--- config.mk ---
export PLATFORM = sky130hd
export DESIGN_NAME = serial_alu_ctrl
export DESIGN_NICKNAME = d
export VERILOG_FILES = /design/src/rtl/serial_alu_ctrl.sv
export SDC_FILE = /design/constraint.sdc
export NUM_CORES = 1
export LEC_CHECK = 0
export CORE_UTILIZATION = 45
export DETAILED_ROUTE_END_ITERATION = 10
export HOLD_SLACK_MARGIN = 0.02
export PLACE_DENSITY = 0.81
export SLEW_MARGIN = 0
export SYNTH_ARGS = -nofsm -noshare
export SYNTH_HDL_FRONTEND = slang
export SYNTH_SLANG_ARGS = --single-unit
export TNS_END_PERCENT = 30
--- constraint.sdc ---
create_clock -name clk -period 1.8 [get_ports clk]
set_clock_uncertainty 0.15 [all_clocks]
set_input_delay 0.54 -clock clk [delete_from_list [all_inputs] [get_ports clk]]
set_output_delay 0.54 -clock clk [all_outputs]
set_load 0.05 [all_outputs]
--- src/rtl/serial_alu_ctrl.sv ---
// Bit-serial ALU controller: streams WIDTH-bit operands LSB-first through an external 1-bit ALU slice.
// Optional zero flag output enabled by defining SERIAL_ALU_ZERO_FLAG_EN.
module serial_alu_ctrl #(
  parameter int WIDTH = 8
) (
  input  logic             clk,
  input  logic             rst,
  input  logic             start,
  input  logic [2:0]       M,
  input  logic [WIDTH-1:0] a_in,
  input  logic [WIDTH-1:0] b_in,
  input  logic             cin,
  output logic [2:0]       alu_m,
  output logic             alu_a,
  output logic             alu_b,
  output logic             alu_c,
  input  logic             alu_out,
  input  logic             alu_next,
  output logic [WIDTH-1:0] result,
  output logic             cout,
  output logic             busy,
  output logic             done,
  output logic             err,
`ifdef SERIAL_ALU_ZERO_FLAG_EN
  output logic             zero,
`endif
  output logic [1:0]       state_dbg
);

  // Handshake: start is sampled only while busy=0; a request made while busy=1 is
  // dropped, not queued. done is a one-cycle pulse that ends the busy window.
  typedef enum logic [1:0] {IDLE = 2'd0, RUN = 2'd1, DONE = 2'd2} state_t;

  localparam int CW = (WIDTH > 2) ? $clog2(WIDTH) : 1;
  localparam logic [CW-1:0] LAST = CW'(WIDTH - 1);

  state_t           state;
  logic [WIDTH-1:0] a_sh, b_sh, res_sh;
  logic [2:0]       m_reg;
  logic             carry;
  logic [CW-1:0]    cnt;
  logic [WIDTH-1:0] res_next;

  assign res_next  = {alu_out, res_sh[WIDTH-1:1]};
  assign state_dbg = state;

  always_comb begin
    alu_m = 3'b000;
    alu_a = 1'b0;
    alu_b = 1'b0;
    alu_c = 1'b0;
    if (state == RUN) begin
      alu_m = m_reg;
      alu_a = a_sh[0];
      alu_b = b_sh[0];
      alu_c = (m_reg == 3'b000) ? carry : 1'b0;
    end
  end

  always_ff @(posedge clk or posedge rst) begin
    if (rst) begin
      state  <= IDLE;
      a_sh   <= '0;
      b_sh   <= '0;
      res_sh <= '0;
      m_reg  <= 3'b000;
      carry  <= 1'b0;
      cnt    <= '0;
      result <= '0;
      cout   <= 1'b0;
      busy   <= 1'b0;
      done   <= 1'b0;
      err    <= 1'b0;
`ifdef SERIAL_ALU_ZERO_FLAG_EN
      zero   <= 1'b0;
`endif
    end else begin
      case (state)
        IDLE: begin
          if (start) begin
            busy <= 1'b1;
            if (M <= 3'b100) begin
              a_sh  <= a_in;
              b_sh  <= b_in;
              m_reg <= M;
              carry <= (M == 3'b000) ? cin : 1'b0;
              cnt   <= '0;
              state <= RUN;
            end else begin
              // Illegal mode: report immediately, keep the previous result.
              cout  <= 1'b0;
              done  <= 1'b1;
              err   <= 1'b1;
              state <= DONE;
            end
          end
        end
        RUN: begin
          res_sh <= res_next;
          a_sh   <= a_sh >> 1;
          b_sh   <= b_sh >> 1;
          carry  <= alu_next;
          cnt    <= cnt + CW'(1);
          if (cnt == LAST) begin
            result <= res_next;
            cout   <= (m_reg == 3'b000) ? alu_next : 1'b0;
            done   <= 1'b1;
            state  <= DONE;
`ifdef SERIAL_ALU_ZERO_FLAG_EN
            zero   <= (res_next == '0);
`endif
          end
        end
        DONE: begin
          busy  <= 1'b0;
          done  <= 1'b0;
          err   <= 1'b0;
          state <= IDLE;
        end
        default: begin
          busy  <= 1'b0;
          done  <= 1'b0;
          err   <= 1'b0;
          state <= IDLE;
        end
      endcase
    end
  end

endmodule

Yosys cells after proc, flatten, opt, wreduce, memory -nomap -nowiden:

Cells that the tools add are included.

* flip-flop bits (word level): 45

* $lt $le $gt $ge: 1
* bitwise logic cells: 1
* reduce and logical (&&, ||, !) cells: 12
* add/sub/neg operators: 1
* multiplexer cells: 34
* equality and inequality tests: 6

Operators with widths (number)
* $mux 8: 4
* $pmux 8 s2: 2
* $mux 1: 15
* $reduce_and 3->1: 4
* $pmux 1 s2: 5
* $mux 3: 3
* $logic_not 3->1: 2
* $mux 2: 3
* $ne 2x2->1 const B: 3
* $pmux 3 s2: 1
* $reduce_and 2->1: 3
* $pmux 2 s2: 1
* $reduce_and 4->1: 1
* $add 3x1->3 const B: 1
* $eq 3x3->1 const B: 1
* $le 3x3->1 const B: 1
* $eq 2x1->1 const B: 1
* $logic_not 2->1: 1
* $ne 2x1->1 const B: 1
* $reduce_bool 2->1: 1
* $not 1->1: 1

Depth between registers and ports, before layout:

* depth after elaboration: 5
* mapped depth: 6
* depth with buffers taken out: 4

Least setup slack after synthesis:

Ideal clock, no wire load.

* path type: register to output
* start: reg state[1], in the netlist state_dbg[1]
* end: out alu_c
* data required time: 1.110 ns
* stages on the path, launching flop included: 6
* path buffers: 2
* arrival time: 1.804 ns
* slack: -0.694 ns
* cell sequence: dfrtp_1 -> nand2b_1 -> buf_6 -> buf_8 -> nor4_1 -> and2_1

* longest elaborated chain between the ends: 2

Ends and longest elaborated chain
* start: declaration: line 37 `state_t state;`
* start signal: assignment: line 62 `state <= IDLE;`
* start signal: assignment: line 88 `state <= RUN;`
* start signal: assignment: line 94 `state <= DONE;`
* $eq 2x1->1: line 52 `if (state == RUN) begin`
* $mux 1: line 52
* end: declaration: line 16 `output logic alu_c,`

Every way passes these cells.

Worst setup path after layout:

* start: reg m_reg[1]
* end: out alu_c

* longest elaborated chain between the ends: 3

Ends and longest elaborated chain
* start: declaration: line 39 `logic [2:0] m_reg;`
* start signal: assignment: line 66 `m_reg <= 3'b000;`
* start signal: assignment: line 85 `m_reg <= M;`
* $logic_not 3->1: line 56 `alu_c = (m_reg == 3'b000) ? carry : 1'b0;`
* $mux 1: line 56
* $mux 1: line 52

Every way passes these cells.

==> flow_summary.yaml <==
logic_synthesis:
  post_synth_xor_area_fraction: 0
  synth.cell_area_um2: 2026
  compound_cell_area_share_of_the_yosys_netlist: 0.03521
  synth_top_family_by_area: "multiplexers"
  ffs_w_async_s_r_synth: 1.000
  synth_adder_area_share: 0.01235
  number_of_warnings_printed_during_yosys_synthesis: 0
  synth.net_count: 185
  synth-seq-area-share: 0.5435
  syn-instance-count: 158
  yosys.area_share.simple: 0.1044
  synth-edff-count: 0
  ys_seq_elements: 44
  muxShareOfSynthArea: 0.2674
  yosys_most_used_dff: "sky130_fd_sc_hd__dfrtp_1"
  netlist-cell-type-count: 30
  syn-mean-instance-area_um2: 12.82
floorplan:
  initial_utilization: 0.4652
  fp.dieW_um: 69.10
  ioPinCount: 45
  design.core.area_um2: 4354
  vertical_die_dimension_um: 69.10
  std_cell_rows: 24
  fp.dieArea_um2: 4774
run_status:
  violations: "negative setup slack"
  outcome: "finished with violations"
drt:
  route.final.wire_length_um: 3921
  drt-pass1-iter-count: 4
  route.detailed.drc: 0
  routed_wire_length_per_instance_um: 14.10
  drt.antenna.violating_nets: 0
  vias_per_cell: 5.058
  vias: 1406
  drt-initial-drc-count: 22
global_route:
  first_global_vias: 1476
  grt_first_pass_wirelength_um: 6789
  grt_start_max_net_pins: 45
  grt.total_usage: 0.1788
  number_of_antenna_violations_at_the_first_check_in_global_routing: 0
  grt-ovfl-total: 0
clocking:
  clockBufferDepth: 2
  htreeDepth: 2
  numCtsBuffers: 5
  clock_sinks: 44
  tritoncts: "yes"
  clk-insertion-delay-late_ps: 290
  clk_pin_slew_ps: 80
  number_of_buffers_added_to_fix_hold_violations_after_cts: 0
  cts_root_buf: "sky130_fd_sc_hd__clkbuf_8"
final_layout:
  layout_cell_share_with_drive_strength_beyond_1: 0.4646
  fin_area_um2: 3074
  num_antenna_cells: 0
  biggestRegsByFlops: "a_sh: 8 flops, b_sh: 8 flops, result: 8 flops"
  num-nets-final: 252
  flow.area_growth_from_synthesis_pct: 51.76
sta:
  maxSlewViolCount: 0
  hold_violations: 0
  final.setup.worst_slack_ps: -217.3
  timing.hold.ws_ps: 327.7
  tns_ps: -1149
  slew-limit-headroom: 0.7924
  setup_viol_count_final: 12
  period_minus_slack_ps: 2017
  share_of_the_clock_period_used_by_the_worst_path_after_layout: 1.121
  worst-slew-pin-transition_ps: 307.1
  rsz0062_at_grt: "yes"
  fmaxAchievable_mhz: 495.7
critical_path:
  worst-path-max-fanout: 3
  slowest_delay_ps: 430
  endpoint_kind: "output pin"
  worst_setup_path_start_kind: "flop"
  critical_path_class: "flop to output pin"
  cp_cell_sequence: "nor4_4 > and2_4 > buf_12"
  crit_slowest_cell: "sky130_fd_sc_hd__dfrtp_1"
  worst-endpoint-arrival_ps: 1330
  required_ps: 1110
placement:
  gp_congestion: 0.7345
  hpwl_um: 2730
  pre_cts_ws_ps: -422.3
  placedInstanceArea_um2: 2872
  placement.io_buffers: 44
power:
  fin_total_pwr_mw: 6.098
  power.density_cell_area_nw_per_um2: 1984
  cellLeakagePower_nw: 1.476
  max-vdd-ir-drop_v: 0.001128
worst_hold_path:
  min_path_type: "flop to flop"
run:
  max_cap_viols: 0
-- report_power, final --
| part | switching, mW | internal, mW |
|---|---|---|
| Sequential | 0.361 | 1.46 |
| Clock | 0.308 | 0.306 |
| Combinational | 1.61 | 2.05 |
-- per-stage QoR --
step	util	cells
after floorplan	-	158
after global placement	0.6595	262
after detailed placement	0.6595	262
after CTS	0.7034	277
after global routing	0.7060	278
final	0.7060	278
-- synth_stat cells, types with 2 or more instances --
master	count	share of area
sky130_fd_sc_hd__nor2_1	5	0.0093
sky130_fd_sc_hd__and2_1	6	0.019
sky130_fd_sc_hd__nand2_1	25	0.046
sky130_fd_sc_hd__mux2_4	16	0.12
sky130_fd_sc_hd__mux2_1	2	0.011
sky130_fd_sc_hd__dfrtp_1	44	0.54
sky130_fd_sc_hd__nand2b_1	3	0.0093
sky130_fd_sc_hd__o21ai_0	3	0.0074
sky130_fd_sc_hd__inv_1	6	0.011
sky130_fd_sc_hd__ha_1	2	0.012
sky130_fd_sc_hd__buf_2	3	0.0074
sky130_fd_sc_hd__a21oi_1	2	0.0049
sky130_fd_sc_hd__mux2_2	23	0.13
sky130_fd_sc_hd__mux2i_1	2	0.0099
-- area by class of cell --
cell class              instances  area, um^2
multi-input cells             101       913.4
clock buffers                   6       82.58
fillers                       283        1280
clock inverters                 2       10.01
inverters                       6       22.52
well taps                      52       65.06
repair buffers                 67       877.1
flip-flops and latches         44        1104
-- cell usage in the layout, fill, tap and decap left out, types with 2 or more instances in the layout --
cell type,n
sky130_fd_sc_hd__dfrtp_1,42
sky130_fd_sc_hd__buf_4,16
sky130_fd_sc_hd__clkinv_2,2
sky130_fd_sc_hd__nand2b_4,2
sky130_fd_sc_hd__dfrtp_2,2
sky130_fd_sc_hd__mux2_1,2
sky130_fd_sc_hd__inv_1,5
sky130_fd_sc_hd__buf_6,3
sky130_fd_sc_hd__mux2_2,23
sky130_fd_sc_hd__o21ai_0,3
sky130_fd_sc_hd__mux2_4,16
sky130_fd_sc_hd__a21oi_1,2
sky130_fd_sc_hd__nand2_1,25
sky130_fd_sc_hd__clkdlybuf4s50_1,20
sky130_fd_sc_hd__clkbuf_8,6
sky130_fd_sc_hd__mux2i_1,2
sky130_fd_sc_hd__dlygate4sd2_1,4
sky130_fd_sc_hd__ha_1,2
sky130_fd_sc_hd__buf_12,23
sky130_fd_sc_hd__nor2_1,5
sky130_fd_sc_hd__and2_4,6
-- timing repair --
item,in CTS,in global routing
gates cloned,1,0
endpoints found under the hold margin,0,0
pin swaps,6,0
resized for setup,10,4
buffers inserted,6,1
endpoints found under the setup margin,26,28
-- per-layer routing --
metal	part of all wire	up-vias	GRT usage
li1	-	666	-
met1	0.43	689	0.2273
met2	0.50	42	0.2913
met3	0.040	9	0.04386
met4	0.020	0	0.07483
met5	0	-	0
-- worst paths after layout --
check                        startpoint      endpoint  slack, ps  cells after the start
max                            m_reg[1]         alu_c       -220                      3
min                              cnt[0]        cnt[0]        330                      1
max reg2reg                state_dbg[1]       b_sh[6]        -30                      6
min reg2reg                      cnt[0]        cnt[0]        330                      1
max in group asynchronous           rst  state_dbg[1]        840                      3
min in group asynchronous           rst       a_sh[2]        440                      3
-- critical path: cells and delay by family, from the launching register on --
family	cells	cell delay [ps]
buffers and inverters	1	130
AND/OR/NAND/NOR	2	480
flip-flops	1	430
-- cell families after synthesis --
| family | after synthesis |
|---|---|
| AO/OA/AOI/OAI | 11 |
| buffers and inverters | 13 |
| multiplexers | 43 |
| flip-flops | 44 |
| adder cells (fa/ha/maj) | 2 |
| AND/OR/NAND/NOR | 45 |
Power figures use the tool's default switching activity.
==> patch 1, RTL diff (same flow settings) <==
`WIDTH`: 8 -> 16.
--- a/src/rtl/serial_alu_ctrl.sv
+++ b/src/rtl/serial_alu_ctrl.sv
@@ -2,5 +2,5 @@
 // Optional zero flag output enabled by defining SERIAL_ALU_ZERO_FLAG_EN.
 module serial_alu_ctrl #(
-  parameter int WIDTH = 8
+  parameter int WIDTH = 16
 ) (
   input  logic             clk,
Interface: changed (resized a_in, b_in and result); port bits go from 45 to 69. No check against the original RTL was run, so the function may have changed too.
==> patch 1 against the original RTL <==
The flow still finishes with violations (negative setup slack); critical path depth is 5 higher; synthesized cell count rose by 72%; final area rose by 77%; total power up 69%; cell count increased by 75%; routed wire length rose by 120%; worst setup slack worse by 0.083 ns; clock power rose to 2.6 times the old value; area after synthesis rose by 69%; sequential cell count increased by 33; global-route usage grew 4.7 points; largest cell class unchanged; largest power group unchanged.
==> patch 1: results (changes against the original RTL) <==
{
  "outcome": "finished, violations left",
  "violations": "negative setup slack",
  "insertion_delay": {"value": 0.35, "unit": "ns", "change": "+0.06 ns"},
  "cts_root_buffer": "clkbuf_8",
  "vdd_ir_drop_max": {"value": 961, "unit": "uV", "change": "-15%"},
  "layout.filler_cells": {"value": 460, "change": "+63%"},
  "synthArstFlopShare": {"value": 100, "unit": "%", "change": "unchanged"},
  "globalRouteTotalUtil": {"value": 22.6, "unit": "%", "change": "+4.7 points"},
  "detailedPlace.worstSlack": {"value": -0.691, "unit": "ns", "change": "-0.269 ns"},
  "synth_warnings": {"value": 0, "change": "unchanged"},
  "htree_levels": {"value": 3, "change": "+1"},
  "min_path_type": "flip-flop to flip-flop",
  "drt_pass1_iterations": {"value": 4, "change": "unchanged"},
  "finalWorstSetupSlack": {"value": -0.300, "unit": "ns", "change": "-0.0826 ns"},
  "dpl-instance-area": {"value": 4680, "unit": "sq um", "change": "+63%"},
  "syn-num-nets": {"value": 314, "change": "+70%"},
  "setup_viol_count_final": {"value": 47, "change": "+35"},
  "postRouteWirelength": {"value": 8660, "unit": "um", "change": "+120%"},
  "gp_congestion": {"value": 0.716, "change": "-2.6%"},
  "grt_pass1_vias": {"value": 2668, "change": "+81%"},
  "cts.clk_slew.worst_paths_ns": 0.09,
  "synth.top_cells.by_area": "dfrtp_1, mux2_2, nand2_1, buf_6, inv_1",
  "share_of_synthesized_area_occupied_by_flip_flops_and_latches": {"value": 56.3, "unit": "%", "change": "+2.0 points"},
  "numCtsBuffers": {"value": 9, "change": "+4"},
  "count_of_inserted_antenna_diode_cells": {"value": 0, "change": "unchanged"},
  "worstMarginPinSlew": {"value": 0.567, "unit": "ns", "change": "+0.260 ns"},
  "final_layout_size_suffix_gt1_share": {"value": 48.3, "unit": "%", "change": "+1.9 points"},
  "path_max_fanout": {"value": 5, "change": "+2"},
  "reg_top3": "a_sh x16, b_sh x16, result x16",
  "critical_path_arrival": {"value": 2.18, "unit": "ns", "change": "+0.85 ns"},
  "setup_tns": {"value": -10.07, "unit": "ns", "change": "-8.92 ns"},
  "synth_cell_types": {"value": 30, "change": "unchanged"},
  "number_of_antenna_violations_at_the_first_check_in_global_routing": {"value": 0, "change": "unchanged"},
  "leak": {"value": 0.00257, "unit": "uW", "change": "+74%"},
  "grt_first_pass_wirelength": {"value": 13100, "unit": "um", "change": "+93%"},
  "nNetsFinal": {"value": 424, "change": "+68%"},
  "max-clock-path-buffers": {"value": 2, "change": "unchanged"},
  "maximum_number_of_pins_on_one_net_before_global_route_repair": {"value": 36, "change": "-20%"},
  "detail_route.iter0.violations": {"value": 134, "change": "+510%"},
  "hpwl": {"value": 4900, "unit": "um", "change": "+80%"},
  "port_buffers": {"value": 68, "change": "+55%"},
  "num_vias": {"value": 2523, "change": "+79%"},
  "synthTopCellsByCount": "mux2_2, dfrtp_1, nand2_1, inv_1, nor2_1"
}
patch 1: cell types whose count changed in the layout (fill, tap and decap cells not counted), moves of 3 or more:
cell and delta:
clkbuf_8 +3, mux2_4 +25, buf_12 +13, buf_6 +5
dfrtp_1 +35, mux2_2 +17, buf_4 +6, clkdlybuf4s50_1 +16
bufinv_16 +3, nand2_1 +23
patch 1: layout make-up:
class                           instances  area share [%]
Sequential cell                        77            35.5
Multi-Input combinational cell        175            29.7
Timing Repair Buffer                  111            27.4
Clock buffer                            9            2.28
Tap cell                               99            2.28
Clock inverter                          7            2.23
Inverter                                8           0.622
patch 1: critical path, stage by stage, from the launching register on:
cell      delay [ns]
dfrtp_1         0.41
buf_6           0.13
buf_6           0.11
buf_6           0.11
a311oi_4        0.33
buf_6           0.18
buf_12          0.12
buf_16          0.12
mux2_4          0.30
patch 1: power breakdown:
| group | total [uW] | internal, uW | switching (uW) |
|---|---|---|---|
| logic | 5660 | 3270 | 2380 |
| clock network | 1590 | 928 | 666 |
| registers | 3050 | 2490 | 560 |
| total | 10300 | 6690 | 3610 |
patch 1: metal layers:
| metal | vias up | track usage [%] | part of all wire [%] |
|---|---|---|---|
| met1 | 1265 | 26.3 | 40 |
| met4 | 0 | 12.0 | 3.6 |
| met5 | - | 0 | 0 |
| met2 | 83 | 39.8 | 53 |
| li1 | 1151 | - | - |
| met3 | 24 | 3.97 | 3.8 |
patch 1: kinds of logic (layout without fill, tap and decap cells):
family / after synthesis / count (layout) / share of synthesized area (%)
AOI/OAI and AO/OA: 13 / 13 / 2.82
adders and majority gates: 1 / 1 / 0.366
muxes: 83 / 83 / 27.2
and+or+nand+nor: 78 / 78 / 10.2
DFF: 77 / 77 / 56.3
buffers and inverters: 20 / 135 / 3.03
patch 1: path summary, 6_finish.rpt:
kind / startpoint / to / slack (ns) / cells past startpoint
setup / recovery: state_dbg[1] / a_sh[1] / -0.30 / 8
hold / removal: res_sh[1] / res_sh[1] / 0.34 / 2
setup reg to reg: state_dbg[1] / a_sh[1] / -0.30 / 8
hold reg to reg: res_sh[1] / res_sh[1] / 0.34 / 2
max in group asynchronous: rst / b_sh[14] / 0.68 / 3
min in group asynchronous: rst / m_reg[1] / 0.35 / 2
patch 1: through the flow:
step / util, % / total power, uW / cells
3_3_place_gp: 64.1 / 7120 / 450
5_1_grt: 74.5 / 10800 / 486
2_1_floorplan: - / 5560 / 272
3_5_place_dp: 64.1 / 7300 / 450
6_report: 74.5 / 10300 / 486
4_1_cts: 72.7 / 9990 / 483
patch 1: repair_timing:
item | 4_1_cts | 5_1_grt
pin swaps | 6 | 4
setup endpoints to repair | 49 | 65
resized for setup | 50 | 30
hold buffers | 0 | 0
setup buffers | 13 | 3
gates cloned | 4 | 1
==> patch 2, RTL diff (config.mk and constraints unchanged) <==
Made on the original files. Register the output `state_dbg` once more, cleared by the reset; this adds one clock of latency there. The other outputs are not delayed to match.
--- a/src/rtl/serial_alu_ctrl.sv
+++ b/src/rtl/serial_alu_ctrl.sv
@@ -43,5 +43,11 @@
 
   assign res_next  = {alu_out, res_sh[WIDTH-1:1]};
-  assign state_dbg = state;
+  always_ff @(posedge clk or posedge rst) begin
+    if (rst) begin
+      state_dbg <= '0;
+    end else begin
+      state_dbg <= state;
+    end
+  end
 
   always_comb begin
Function: changed (a bounded check fails within 4 cycles, from zero or initial values and one cycle with rst high).
==> patch 2 against the original RTL <==
The run still ends with negative setup slack left; routed wire length increased by 2.0%; worst hold slack improved by 0.0042 ns; first-iteration DRC count increased by 140%; total power decreased by 1.1%; worst setup slack got worse by 0.013 ns; sequential cell count increased by 2; combinational power decreased by 4%; final area increased by 1.5%; utilization increased by 0.088 points; area after synthesis increased by 3.2%; die area increased by 3.0%; critical endpoint unchanged.
==> patch 2: results (changes against the original RTL) <==
{
  "synth.top_cells.by_area": "dfrtp_1, mux2_4, mux2_2, nand2_1, mux2_1",
  "setup_viol_count_final": {"value": 11, "change": "-1"},
  "maximum_number_of_pins_on_one_net_before_global_route_repair": {"value": 47, "change": "+4.4%"},
  "routed_wire_length_per_instance": {"value": 14.3, "unit": "um", "change": "+1.2%"},
  "met3_wirelength": {"value": 142, "unit": "um", "change": "-10%"},
  "outcome": "finished, violations left",
  "leak": {"value": 0.00150, "unit": "uW", "change": "+2.0%"},
  "drt-vias-per-instance": {"value": 5.02, "change": "-0.71%"},
  "swShare": {"value": 37.5, "unit": "%", "change": "+0.14 points"},
  "nNetsFinal": {"value": 254, "change": "+0.79%"},
  "wire_length_on_met2": {"value": 1990, "unit": "um", "change": "+0.81%"},
  "detail_route.iter0.violations": {"value": 52, "change": "+140%"},
  "m1WireLength": {"value": 1760, "unit": "um", "change": "+3.5%"},
  "power_frac_clock": {"value": 10.5, "unit": "%", "change": "+0.4 points"},
  "violations": "negative setup slack",
  "synthTopCellsByCount": "dfrtp_1, nand2_1, mux2_2, mux2_4",
  "syn-num-nets": {"value": 188, "change": "+1.6%"},
  "cts_post_setup_buffers_inserted": {"value": 1, "change": "-5"},
  "detailedPlace.worstSlack": {"value": -0.388, "unit": "ns", "change": "+0.0343 ns"},
  "layout.filler_cells": {"value": 287, "change": "+1.4%"},
  "critical_path_s_largest_stage_delay": {"value": 0.39, "unit": "ns", "change": "-0.04 ns"},
  "p_int": {"value": 3770, "unit": "uW", "change": "-1.3%"},
  "global_route.usage.met1": {"value": 23.4, "unit": "%", "change": "+0.68 points"},
  "grt_pass1_vias": {"value": 1374, "change": "-6.9%"},
  "finalWorstSetupSlack": {"value": -0.230, "unit": "ns", "change": "-0.0128 ns"},
  "slew_headroom": {"value": 75.2, "unit": "%", "change": "-4.0 points"},
  "share_of_synthesized_area_occupied_by_flip_flops_and_latches": {"value": 55.1, "unit": "%", "change": "+0.74 points"},
  "gp_congestion": {"value": 0.744, "change": "+1.3%"},
  "hpwl": {"value": 2660, "unit": "um", "change": "-2.4%"}
}
-- patch 2: cell types whose count changed in the layout (fill, tap and decap cells not counted), sizes merged --
cell          change
and2              -1
dlygate4sd2       -1
clkinvlp          +1
nand2             +2
nor3              +1
buf               -2
and3              +2
dlymetal6s2s      +1
inv               -1
dfrtp             +2
a22oi             -1
nor4              -1
-- patch 2: final timing paths --
check                         start       to  slack [ns]  cells after the start
max                        state[1]    alu_c       -0.23                      3
min                         a_sh[0]  a_sh[0]        0.33                      1
max reg2reg                state[1]  a_sh[1]       -0.01                      7
min reg2reg                 a_sh[0]  a_sh[0]        0.33                      1
max in group asynchronous       rst  a_sh[1]        0.87                      3
min in group asynchronous       rst  a_sh[7]        0.42                      3
-- patch 2: through the flow --
step	instances	setup TNS, ns	cell area [sq um]	hold WS (ns)
6_report	280	-1.22	3120	0.332
5_1_grt	280	-1.95	3120	0.362
4_1_cts	277	-1.75	3090	0.338
3_5_place_dp	266	-8.41	2900	0.319
3_3_place_gp	266	-7.88	2900	0.310
2_1_floorplan	161	-0.320	2090	0.278
-- patch 2: layout make-up --
cell class                      instances  area [sq um]  area share (%)
Sequential cell                        46          1150            36.9
Multi-Input combinational cell        103           908            29.1
Timing Repair Buffer                   66           887            28.4
Clock buffer                            5          68.8            2.21
Tap cell                               52          65.1            2.09
Clock inverter                          3          21.3           0.682
Inverter                                5          18.8           0.601
-- patch 2: cell families (layout without fill, tap and decap cells) --
| logic type | count (synthesis) | count (layout) | synth area share (%) |
|---|---|---|---|
| simple gates | 48 | 48 | 10.7 |
| compound gates | 10 | 10 | 3.05 |
| buf+inv | 12 | 79 | 3.65 |
| fa+ha+maj | 2 | 2 | 1.20 |
| mux | 43 | 43 | 26.3 |
| flops | 46 | 46 | 55.1 |
